===== src/rtl/regfile_dump_if.sv =====
// ============================================================================
// Module      : regfile_dump_if
// Description : Valid/ready beat stream from the register dump engine to a
//               debug sink.
// Revision    : 1.0 - initial release
// ============================================================================
`default_nettype none

interface regfile_dump_if;
  logic        out_valid;
  logic        out_ready;
  logic [31:0] out_data;
  logic [4:0]  out_index;
  logic        out_last;

  modport master (
    output out_valid,
    output out_data,
    output out_index,
    output out_last,
    input  out_ready
  );

  modport slave (
    input  out_valid,
    input  out_data,
    input  out_index,
    input  out_last,
    output out_ready
  );
endinterface

`default_nettype wire


===== src/rtl/regfile_dump.sv =====
// ============================================================================
// Module      : regfile_dump
// Description : Walks register indices FIRST_REG..LAST_REG on a spare
//               register-file read port and streams one beat per register.
//               Define REGFILE_DUMP_CHECKSUM_EN to append an XOR checksum beat.
// Revision    : 1.0 - initial release
// ============================================================================
`default_nettype none

module regfile_dump #(
  parameter int unsigned FIRST_REG = 1,
  parameter int unsigned LAST_REG  = 31
) (
  input  wire logic        clk,
  input  wire logic        reset,
  input  wire logic        start,
  input  wire logic        abort,
  output logic      [4:0]  rf_read_register,
  input  wire logic [31:0] rf_read_data,
  regfile_dump_if.master   stream,
  output logic             busy,
  output logic             done
);

  localparam logic [4:0] c_FIRST_REG = 5'(FIRST_REG);
  localparam logic [4:0] c_LAST_REG  = 5'(LAST_REG);

  typedef enum logic [2:0] {
    c_IDLE = 3'd0,
    c_READ = 3'd1,
    c_SEND = 3'd2,
`ifdef REGFILE_DUMP_CHECKSUM_EN
    c_CSUM = 3'd3,
`endif
    c_DONE = 3'd4
  } state_t;

  state_t      r_state;
  state_t      w_next_state;
  logic [4:0]  r_ptr;
  logic [4:0]  w_next_ptr;
  logic [4:0]  w_next_rf_addr;
  logic [31:0] r_out_data;
  logic [4:0]  r_out_index;
  logic        r_out_last;
  logic        w_out_valid;
  logic        w_ptr_is_last;

`ifdef REGFILE_DUMP_CHECKSUM_EN
  logic [31:0] r_csum;
  assign w_out_valid = (r_state == c_SEND) || (r_state == c_CSUM);
`else
  assign w_out_valid = (r_state == c_SEND);
`endif

  assign w_ptr_is_last = (r_ptr == c_LAST_REG);

  always_comb begin
    w_next_state = r_state;
    w_next_ptr   = r_ptr;
    case (r_state)
      c_IDLE: begin
        if (start && !abort) begin
          w_next_state = c_READ;
          w_next_ptr   = c_FIRST_REG;
        end
      end
      c_READ: w_next_state = c_SEND;
      c_SEND: begin
        if (stream.out_ready) begin
          if (w_ptr_is_last) begin
`ifdef REGFILE_DUMP_CHECKSUM_EN
            w_next_state = c_CSUM;
`else
            w_next_state = c_DONE;
`endif
          end else begin
            w_next_ptr   = r_ptr + 5'd1;
            w_next_state = c_READ;
          end
        end
      end
`ifdef REGFILE_DUMP_CHECKSUM_EN
      c_CSUM: begin
        if (stream.out_ready) begin
          w_next_state = c_DONE;
        end
      end
`endif
      c_DONE:  w_next_state = c_IDLE;
      default: w_next_state = c_IDLE;
    endcase
    // Abort beats any handshake completing in the same cycle.
    if (abort && (r_state != c_IDLE)) begin
      w_next_state = c_IDLE;
    end
    w_next_rf_addr = (w_next_state == c_READ) ? w_next_ptr : 5'd0;
  end

  always_ff @(posedge clk) begin
    if (!reset) begin
      r_state          <= c_IDLE;
      r_ptr            <= 5'd0;
      rf_read_register <= 5'd0;
      r_out_data       <= 32'd0;
      r_out_index      <= 5'd0;
      r_out_last       <= 1'b0;
    end else begin
      r_state          <= w_next_state;
      r_ptr            <= w_next_ptr;
      rf_read_register <= w_next_rf_addr;
      if (r_state == c_READ) begin
        r_out_data  <= rf_read_data;
        r_out_index <= r_ptr;
`ifdef REGFILE_DUMP_CHECKSUM_EN
        r_out_last  <= 1'b0;
`else
        r_out_last  <= w_ptr_is_last;
`endif
      end
`ifdef REGFILE_DUMP_CHECKSUM_EN
      if ((r_state == c_SEND) && (w_next_state == c_CSUM)) begin
        r_out_data  <= r_csum;
        r_out_index <= 5'd0;
        r_out_last  <= 1'b1;
      end
`endif
    end
  end

`ifdef REGFILE_DUMP_CHECKSUM_EN
  always_ff @(posedge clk) begin
    if (!reset) begin
      r_csum <= 32'd0;
    end else if ((r_state == c_IDLE) && start && !abort) begin
      r_csum <= 32'd0;
    end else if (r_state == c_READ) begin
      r_csum <= r_csum ^ rf_read_data;
    end
  end
`endif

  assign stream.out_valid = w_out_valid;
  assign stream.out_data  = r_out_data;
  assign stream.out_index = r_out_index;
  assign stream.out_last  = r_out_last;
  assign busy             = (r_state != c_IDLE);
  assign done             = (r_state == c_DONE);

endmodule

`default_nettype wire


===== src/flat_wrapper.sv =====
// flat-port wrapper written by rule: the top's interface ports become plain ports
module regfile_dump_flat 
#(
  parameter int unsigned FIRST_REG = 1,
  parameter int unsigned LAST_REG  = 31
)
  (clk, reset, start, abort, rf_read_register, rf_read_data, busy, done, stream_out_valid, stream_out_data, stream_out_index, stream_out_last, stream_out_ready);
  regfile_dump_if stream_i ();
  input  wire logic clk;
  input  wire logic reset;
  input  wire logic start;
  input  wire logic abort;
  output logic      [4:0] rf_read_register;
  input  wire logic [31:0] rf_read_data;
  output logic busy;
  output logic done;
  output wire logic [$bits(stream_i.out_valid)-1:0] stream_out_valid;
  output wire logic [$bits(stream_i.out_data)-1:0] stream_out_data;
  output wire logic [$bits(stream_i.out_index)-1:0] stream_out_index;
  output wire logic [$bits(stream_i.out_last)-1:0] stream_out_last;
  input wire logic [$bits(stream_i.out_ready)-1:0] stream_out_ready;
  assign stream_out_valid = stream_i.out_valid;
  assign stream_out_data = stream_i.out_data;
  assign stream_out_index = stream_i.out_index;
  assign stream_out_last = stream_i.out_last;
  assign stream_i.out_ready = stream_out_ready;
  regfile_dump #(.FIRST_REG(FIRST_REG), .LAST_REG(LAST_REG)) u_core (.clk(clk), .reset(reset), .start(start), .abort(abort), .rf_read_register(rf_read_register), .rf_read_data(rf_read_data), .stream(stream_i), .busy(busy), .done(done));
endmodule

===== config.mk =====
export PLATFORM = sky130hd
export DESIGN_NAME = regfile_dump_flat
export DESIGN_NICKNAME = d
export VERILOG_FILES = /design/src/rtl/regfile_dump_if.sv /design/src/rtl/regfile_dump.sv /design/src/flat_wrapper.sv
export SDC_FILE = /design/constraint.sdc
export NUM_CORES = 1
export LEC_CHECK = 0
export BUFFER_PORTS_ARGS = -buffer_cell sky130_fd_sc_hd__buf_4
export CELL_PAD_IN_SITES_DETAIL_PLACEMENT = 0
export CELL_PAD_IN_SITES_GLOBAL_PLACEMENT = 2
export CORE_UTILIZATION = 27
export CTS_CLUSTER_DIAMETER = 200
export DETAILED_ROUTE_END_ITERATION = 8
export GPL_TIMING_DRIVEN = 0
export PLACE_DENSITY_LB_ADDON = 0.1
export SYNTH_ARGS = -nofsm -noshare
export SYNTH_HDL_FRONTEND = slang
export SYNTH_SLANG_ARGS = --single-unit

===== constraint.sdc =====
create_clock -name clk -period 4.1 [get_ports clk]
set_input_delay 0.82 -clock clk [delete_from_list [all_inputs] [get_ports clk]]
set_output_delay 0.82 -clock clk [all_outputs]
set_load 0.05 [all_outputs]

### Word-level counts from Yosys, hierarchy flattened

Cells that the tools add are included.
W data, S select, Z words.

* $add $sub $neg: 1
* muxes and demuxes: 9
* reduce and logical (&&, ||, !) cells: 6
* eq/ne operators: 5

Operator list (count)
* $mux W5: 3
* $mux W3: 4
* $pmux W5 S2: 1
* $pmux W3 S3: 1
* $eq A3 B1 Y1 const B: 2
* $add A5 B1 Y5 const B: 1
* $eq A5 B5 Y1 const B: 1
* $eq A3 B2 Y1 const B: 1
* $eq A3 B3 Y1 const B: 1
* $logic_not A3 Y1: 1
* $reduce_bool A3 Y1: 1
* $logic_and A1 B1 Y1: 2
* $reduce_and A2 Y1: 1
* $logic_not A1 Y1: 1

* input port bits: 37
* output and inout bits: 46
* logic and storage cells: 27
* register bits after elaboration: 51

### Depth between registers and ports, before layout

Gate-level depths: netlist of run 1.

* word-level depth: 7
* gate-level depth with buffers: 6
* mapped depth without buffers: 5

### Worst setup path before layout of run 1

No wires, ideal clock.

* kind: register -> output
* start: register u_core.r_state[2]
* end: output port done
* buffers on the path: 0
* arrival time: 1.574 ns
* path slack: 1.706 ns
* stages on the path, launching flop included: 2
* data required time: 3.280 ns
* cells stage by stage: dfxtp_1 > nor3b_1

* word-level cells in the longest chain between the ends: 1

RTL lines
* start, declared: RTL line regfile_dump.sv:38 `state_t r_state;`
* start signal, assigned: RTL line regfile_dump.sv:102 `r_state <= c_IDLE;`
* start signal, assigned: RTL line regfile_dump.sv:109 `r_state <= w_next_state;`
* $eq A3 B3 Y1: RTL line regfile_dump.sv:148 `assign done = (r_state == c_DONE);`
* end, declared: RTL line flat_wrapper.sv:16 `output logic done;`

Every way passes these cells.

### Worst setup path after layout of run 1

* start: register u_core.r_state[1]
* end: output port stream_out_valid

* word-level cells in the longest chain between the ends: 1

RTL lines
* $eq A3 B2 Y1: RTL line regfile_dump.sv:53 `assign w_out_valid = (r_state == c_SEND);`
* end, declared: RTL line flat_wrapper.sv:17 `output wire logic [$bits(stream_i.out_valid)-1:0] stream_out_valid;`

Every way passes these cells.

==> metrics.md, run 1 <==
| Metric | Value |
|---|---|
| Status | complete, no violations |
| Number of hold buffers added after CTS | 0 |
| Max incr delay on CP | 0.45 ns |
| Crit path launch | u_core.r_state[1]$_SDFF_PN0_ |
| RR Startpoint | u_core.r_ptr[0]$_SDFF_PN0_ |
| Post-synthesis register bit count | 51 |
| Total Nets Final | 356 |
| Worst EP arrival | 1.42 ns |
| Synth cell types | 33 |
| CTS Buf Count | 5 |
| Clock transition at the registers of the reported paths | 0.10 ns |
| Seq/Total Area, Yosys | 54.18% |
| IO Pins | 83 |
| Layout cell share with drive strength beyond 1 | 32.29% |
| Total grt overflow | 0 |
| Worst slew pin tran | 0.4964 ns |
| Maximum number of pins on one net before global-route repair | 16 |
| Vias | 1,779 |
| Fmax achieved | 0.4466 GHz |
| Hold WC Path Type | flip-flop to flip-flop |
| Vias in the first global route | 1,588 |
| RSZ-0062 raised after global routing | no |
| Die W | 85.54 um |
| Post-DP HPWL | 3447 um |
| Max Root-Sink Buffers | 2 |
| Top cells by area, synth | dfxtp_1, nand2_1, a21oi_1 |
| Cells along the critical path | nor3b_2 > buf_4 |
| Tmin final | 2.239 ns |
| GP Congestion | 0.7094 |
| Clock latency on the worst-skew pair | 0.30 ns |
| Fin area | 2704 um^2 |
| Area delta synth->final | 43.49% |
| Max-cap viol count | 0 |
| Post-route antenna net violation count | 0 |
| Synthesized net count | 267 |
| Setup Buffers After CTS | 0 |
| Drt initial violations | 67 |
| Clk_skew | 0.003824 ns |
| Chip height | 85.54 um |
| Initial Util | 27.89% |
| Slew Limit Fails | 0 |
| Final hold viol count | 0 |
| Crit Path Category | flip-flop to primary output |
| Sink Count | 51 |
| Setup violations, final | 0 |
| DRT Pass-1 Iters | 4 |
| Yosys warns | 0 |
| DRC viols | 0 |
| Pwr Density | 362.8 nW/um^2 |
| Initial antenna violation count | 0 |
| Reg2Reg Setup Slack | 2.42 ns |
| CTS H-tree lvls | 2 |
| Slew margin rel. | 66.91% |
| Placed instance area | 2600 um^2 |
| Hold Startpoint | u_core.stream.out_data[28]$_SDFFE_PN0P_ |
| First-pass GRT wire length | 7527 um |
| Cts repair resizes | 0 |
| Worst-path maximum fanout | 7 |
| Peak supply drop | 0.0001295 V |
| Post-Route Setup TNS | 0 ns |
| Post-synth EDFFs | 0 |
| Top-area cell type share of the netlist area | 54.18% |
| Core region area | 6756 um^2 |
| Total track usage | 13.28% |
| Post-synthesis async set-or-reset flop share | 0% |
| P_leak | 1.136 nW |
| CP Capture Type | primary output |
| CTS tree | done |
| Routed vias/inst | 4.459 |
| Mapped Area | 1884 um^2 |
| Die Area | 7317 um^2 |
| Fin crit share | 54.61% |
| Mean Syn Cell Area | 8.228 um^2 |
| I/O Buffers | 82 |
| CP Launch Type | flip-flop |
| # rows | 30 |
| Avg WL per Cell | 12.21 um |
| Routed WL | 4871 um |
| Commonest cells post-synth | nand2_1, dfxtp_1, a21oi_1, clkbuf_1, nor2_1 |
| Clk root buf | clkbuf_8 |
| Main synth FF type | dfxtp_1 |
| Synth area leader | dfxtp_1 |
| Synth Instances | 229 |
| # diodes | 0 |
| CP max stage cell | dfxtp_1 |
| Most frequent cell after synthesis | nand2_1 |
| CP Data Required Time | 3.28 ns |
## report_power, final
group	total (W)	internal, W	switching (W)	leakage (nW)
Combinational	0.000141	0.0000532	0.0000876	0.672
Sequential	0.000517	0.000508	0.00000808	0.413
Clock	0.000324	0.000154	0.000170	0.0505
Total	0.000981	0.000716	0.000265	1.14
## cell families after synthesis
family / share of synthesized area (%)
AND/OR/NAND/NOR: 25.57
flip-flops: 54.18
AO/OA/AOI/OAI: 14.08
buffers and inverters: 4.515
XOR/XNOR: 0.4649
multiplexers: 0.5312
adder cells (fa/ha/maj): 0.6639
## critical path, delay by kind of cell, from the launching register on
kind | cells | cell delay, ns
flip-flops | 1 | 0.45
AND/OR/NAND/NOR | 1 | 0.39
buffers and inverters | 1 | 0.27
## sequential cells by signal (all words and copies together), names as in the netlist
name and flops:
u_core.stream.out_index 5, u_core.stream.out_data 32, u_core.stream.out_last 1, u_core.r_ptr 5, u_core.rf_read_register 5, u_core.r_state 3
## worst paths after layout
check                                                               end  cells after the start
worst max-delay path                                   stream_out_valid                      2
worst min-delay path            u_core.stream.out_data[28]$_SDFFE_PN0P_                      2
worst max register to register    u_core.rf_read_register[3]$_SDFF_PN0_                      5
worst min register to register  u_core.stream.out_data[28]$_SDFFE_PN0P_                      2
## per-stage QoR
step	setup slack (ns)	utilization, %	power, W	hold WS [ns]	instances
after floorplan	1.706	-	0.0006098	0.4622	229
after global placement	2.134	38.48	0.0006711	0.4431	391
after detailed placement	2.164	38.48	0.0006709	0.4474	391
after CTS	1.828	40.02	0.0009990	0.4607	399
after global routing	1.748	40.02	0.001027	0.4778	399
final	1.861	40.02	0.0009809	0.4582	399
## cell type report
class	count	area, um^2
clock inverter	1	7.507
buffer	14	70.07
fill	737	4053
tap	80	100.1
sequential	51	1021
inverter	4	15.01
clock buffer	7	96.34
multi-input combinational	160	778.2
timing repair buffer	82	615.6
## routing by layer
metal,track usage [%],vias up,part of all wire [%]
met5,0,-,0
met4,4.545,0,0.74
met3,3.850,3,5.9
met2,20.29,54,45
met1,17.96,789,49
li1,-,933,-
## layout by cell type, fill, tap and decap left out
cell type   instances
and3_4              1
o22ai_1             1
mux2i_1             1
ha_1                1
buf_6               1
and2_1              1
clkinv_1            1
a21oi_1            42
nand2_1            82
clkbuf_8            7
nor3b_1             1
nor2_1              6
nor3_1              4
nand4_1             2
a31oi_2             1
buf_4              83
and3_1              1
nand4bb_1           1
nor2b_1             1
nor4_1              1
o21ai_0             2
nor3_2              3
o211a_1             1
or3_1               1
and4_1              1
or2_1               1
inv_1               3
a31o_1              1
clkinvlp_4          1
buf_2               5
nor3b_2             1
clkbuf_1            7
dfxtp_1            51
o21bai_1            1
xnor2_1             1
No activity file was read; power rests on OpenSTA's default activity.
==> run 2, diff against run 1 <==
- CORE_UTILIZATION: 27 -> 23
- clock period: 4.1 -> 1.85 ns (I/O delays scaled with it)
==> run 2 against run 1 <==
Net effect: setup slack got worse by 1.7 ns; sequential cell count unchanged; critical endpoint unchanged; critical path depth unchanged; cell count increased by 5.5%; clock-buffer cell count decreased by 1; sequential share of layout area decreased by 0.77 points; die area increased by 17%.
==> metrics.md, run 2 (synthesis gave the netlist of run 1 again) <==
| Metric | Value |
|---|---|
| I/O Buffers | 82 (unchanged) |
| Cells along the critical path | nor3b_4 > buf_4 |
| Area delta synth->final | 46.48% |
| Total grt overflow | 0 (unchanged) |
| CP Capture Type | primary output |
| Peak supply drop | 0.0003090 V (+140%) |
| Die W | 92.52 um (+8.2%) |
| Drt initial violations | 48 (-28%) |
| P_leak | 1.146 nW (+0.84%) |
| Clk root buf | clkbuf_8 |
| Slew margin rel. | 66.00% (-0.91 points) |
| Delay-heaviest family, CP | flip-flops |
| # diodes | 0 (unchanged) |
| Clock latency on the worst-skew pair | 0.30 ns (about the same) |
| Max Root-Sink Buffers | 2 (unchanged) |
| Worst EP arrival | 1.35 ns (-0.07 ns) |
| Hold WC Path Type | input pin to flip-flop |
| Routed vias/inst | 4.209 (-5.6%) |
| Number of hold buffers added after CTS | 0 (unchanged) |
| Pwr Density | 823.7 nW/um^2 (+130%) |
| # rows | 32 (+6.7%) |
| CP Data Required Time | 1.48 ns (-1.80 ns) |
| Final hold viol count | 0 (unchanged) |
| Maximum number of pins on one net before global-route repair | 16 (unchanged) |
| Post-route antenna net violation count | 0 (unchanged) |
| Total Nets Final | 356 (unchanged) |
| Max incr delay on CP | 0.46 ns (about the same) |
| Setup violations, final | 0 (unchanged) |
| Clock transition at the registers of the reported paths | 0.09 ns (about the same) |
| CP max stage cell | dfxtp_1 |
| Post-Route Setup TNS | 0 ns (unchanged) |
| Total track usage | 12.79% (-0.49 points) |
| Slew Limit Fails | 0 (unchanged) |
| First-pass GRT wire length | 8631 um (+15%) |
| Routed WL | 5206 um (+6.9%) |
| Crit Path Category | flip-flop to primary output |
| Commonest non-fill, non-tap cell in the layout | buf_4 |
| Core region area | 7807 um^2 (+16%) |
| Vias | 1,772 (-0.39%) |
| Layout cell share with drive strength beyond 1 | 32.92% (+0.63 points) |
| Tot Pwr | 0.002274 W (+130%) |
| GP Congestion | 0.7067 (-0.38%) |
| Tmin final | 1.716 ns |
| Chip height | 92.52 um (+8.2%) |
| Initial antenna violation count | 0 (unchanged) |
| CTS Buf Count | 5 (unchanged) |
| Avg WL per Cell | 12.37 um (+1.3%) |
| Max-cap viol count | 0 (unchanged) |
| Fin crit share | 92.77% |
| Clk_skew | 0.004315 ns (+0.0004908 ns) |
| Post-DP HPWL | 3712 um (+7.7%) |
| Cts repair resizes | 0 (unchanged) |
| Initial Util | 24.13% (-3.8 points) |
| WP buf/inv | 1 (unchanged) |
| Fmax achieved | 0.5827 GHz |
| DRT Pass-1 Iters | 4 (unchanged) |
| IO Pins | 83 (unchanged) |
| Worst-path maximum fanout | 7 (unchanged) |
| Filler cells | 857 (+16%) |
| Min Hold Slack | 0.2731 ns (-0.1850 ns) |
| CTS tree | done |
| RSZ-0062 raised after global routing | no |
| Worst slew pin tran | 0.5100 ns (+0.01357 ns) |
| Status | complete, no violations |
| Sink Count | 51 (unchanged) |
| Max reg flops | 32 (unchanged) |
| Most frequent cells in the layout | buf_4, nand2_1, dfxtp_1 |
| CP Launch Type | flip-flop |
| DRC viols | 0 (unchanged) |
| Setup Buffers After CTS | 0 (unchanged) |
| CTS H-tree lvls | 2 (unchanged) |
| Die Area | 8559 um^2 (+17%) |
| Vias in the first global route | 1,691 (+6.5%) |
## run 2: cell count changes in the layout (fill, tap and decap cells not counted), sizes merged
cell / previous run / this run
bufinv: 0 / 1
clkbuf: 14 / 13
clkinv: 1 / 2
clkinvlp: 1 / 0
## run 2: final cells by class
class                      count  area (um^2)  area share (%)
clock buffer                   6        82.58           2.992
sequential                    51         1021           36.99
inverter                       4        15.01          0.5440
multi-input combinational    160        793.3           28.74
timing repair buffer          82        615.6           22.30
clock inverter                 2        35.03           1.269
buffer                        14        70.07           2.539
tap                          102        127.6           4.624
## run 2: through the flow
| step | cell area (um^2) | instances | util [%] | setup WS [ns] |
|---|---|---|---|---|
| 4_1_cts | 2756 | 421 | 35.30 | 0.09890 |
| 5_1_grt | 2760 | 421 | 35.35 | 0.03128 |
| 3_5_place_dp | 2639 | 413 | 33.80 | 0.1159 |
| 2_1_floorplan | 1896 | 229 | - | 0.1957 |
| 6_report | 2760 | 421 | 35.35 | 0.1337 |
| 3_3_place_gp | 2639 | 413 | 33.80 | 0.1051 |
## run 2: routing by layer
metal / wire (um) / track usage (%)
met1: 2535 / 16.92
met2: 2215 / 19.32
met5: 0 / 0
met4: 59 / 4.297
met3: 395 / 4.351
## run 2: power breakdown
part	internal, W	total (W)	switching, W
sequential	0.00113	0.00115	0.0000195
combinational	0.000119	0.000315	0.000196
clock	0.000438	0.000812	0.000374
## run 2: path summary, 6_finish.rpt
kind / slack (ns) / cells past startpoint / startpoint / end
max reg2reg: 0.17 / 5 / u_core.r_ptr[0]$_SDFF_PN0_ / u_core.r_ptr[0]$_SDFF_PN0_
min reg2reg: 0.46 / 2 / u_core.stream.out_data[0]$_SDFFE_PN0P_ / u_core.stream.out_data[0]$_SDFFE_PN0P_
min: 0.27 / 2 / abort / u_core.r_state[2]$_SDFF_PN0_
max: 0.13 / 2 / u_core.r_state[1]$_SDFF_PN0_ / stream_out_valid
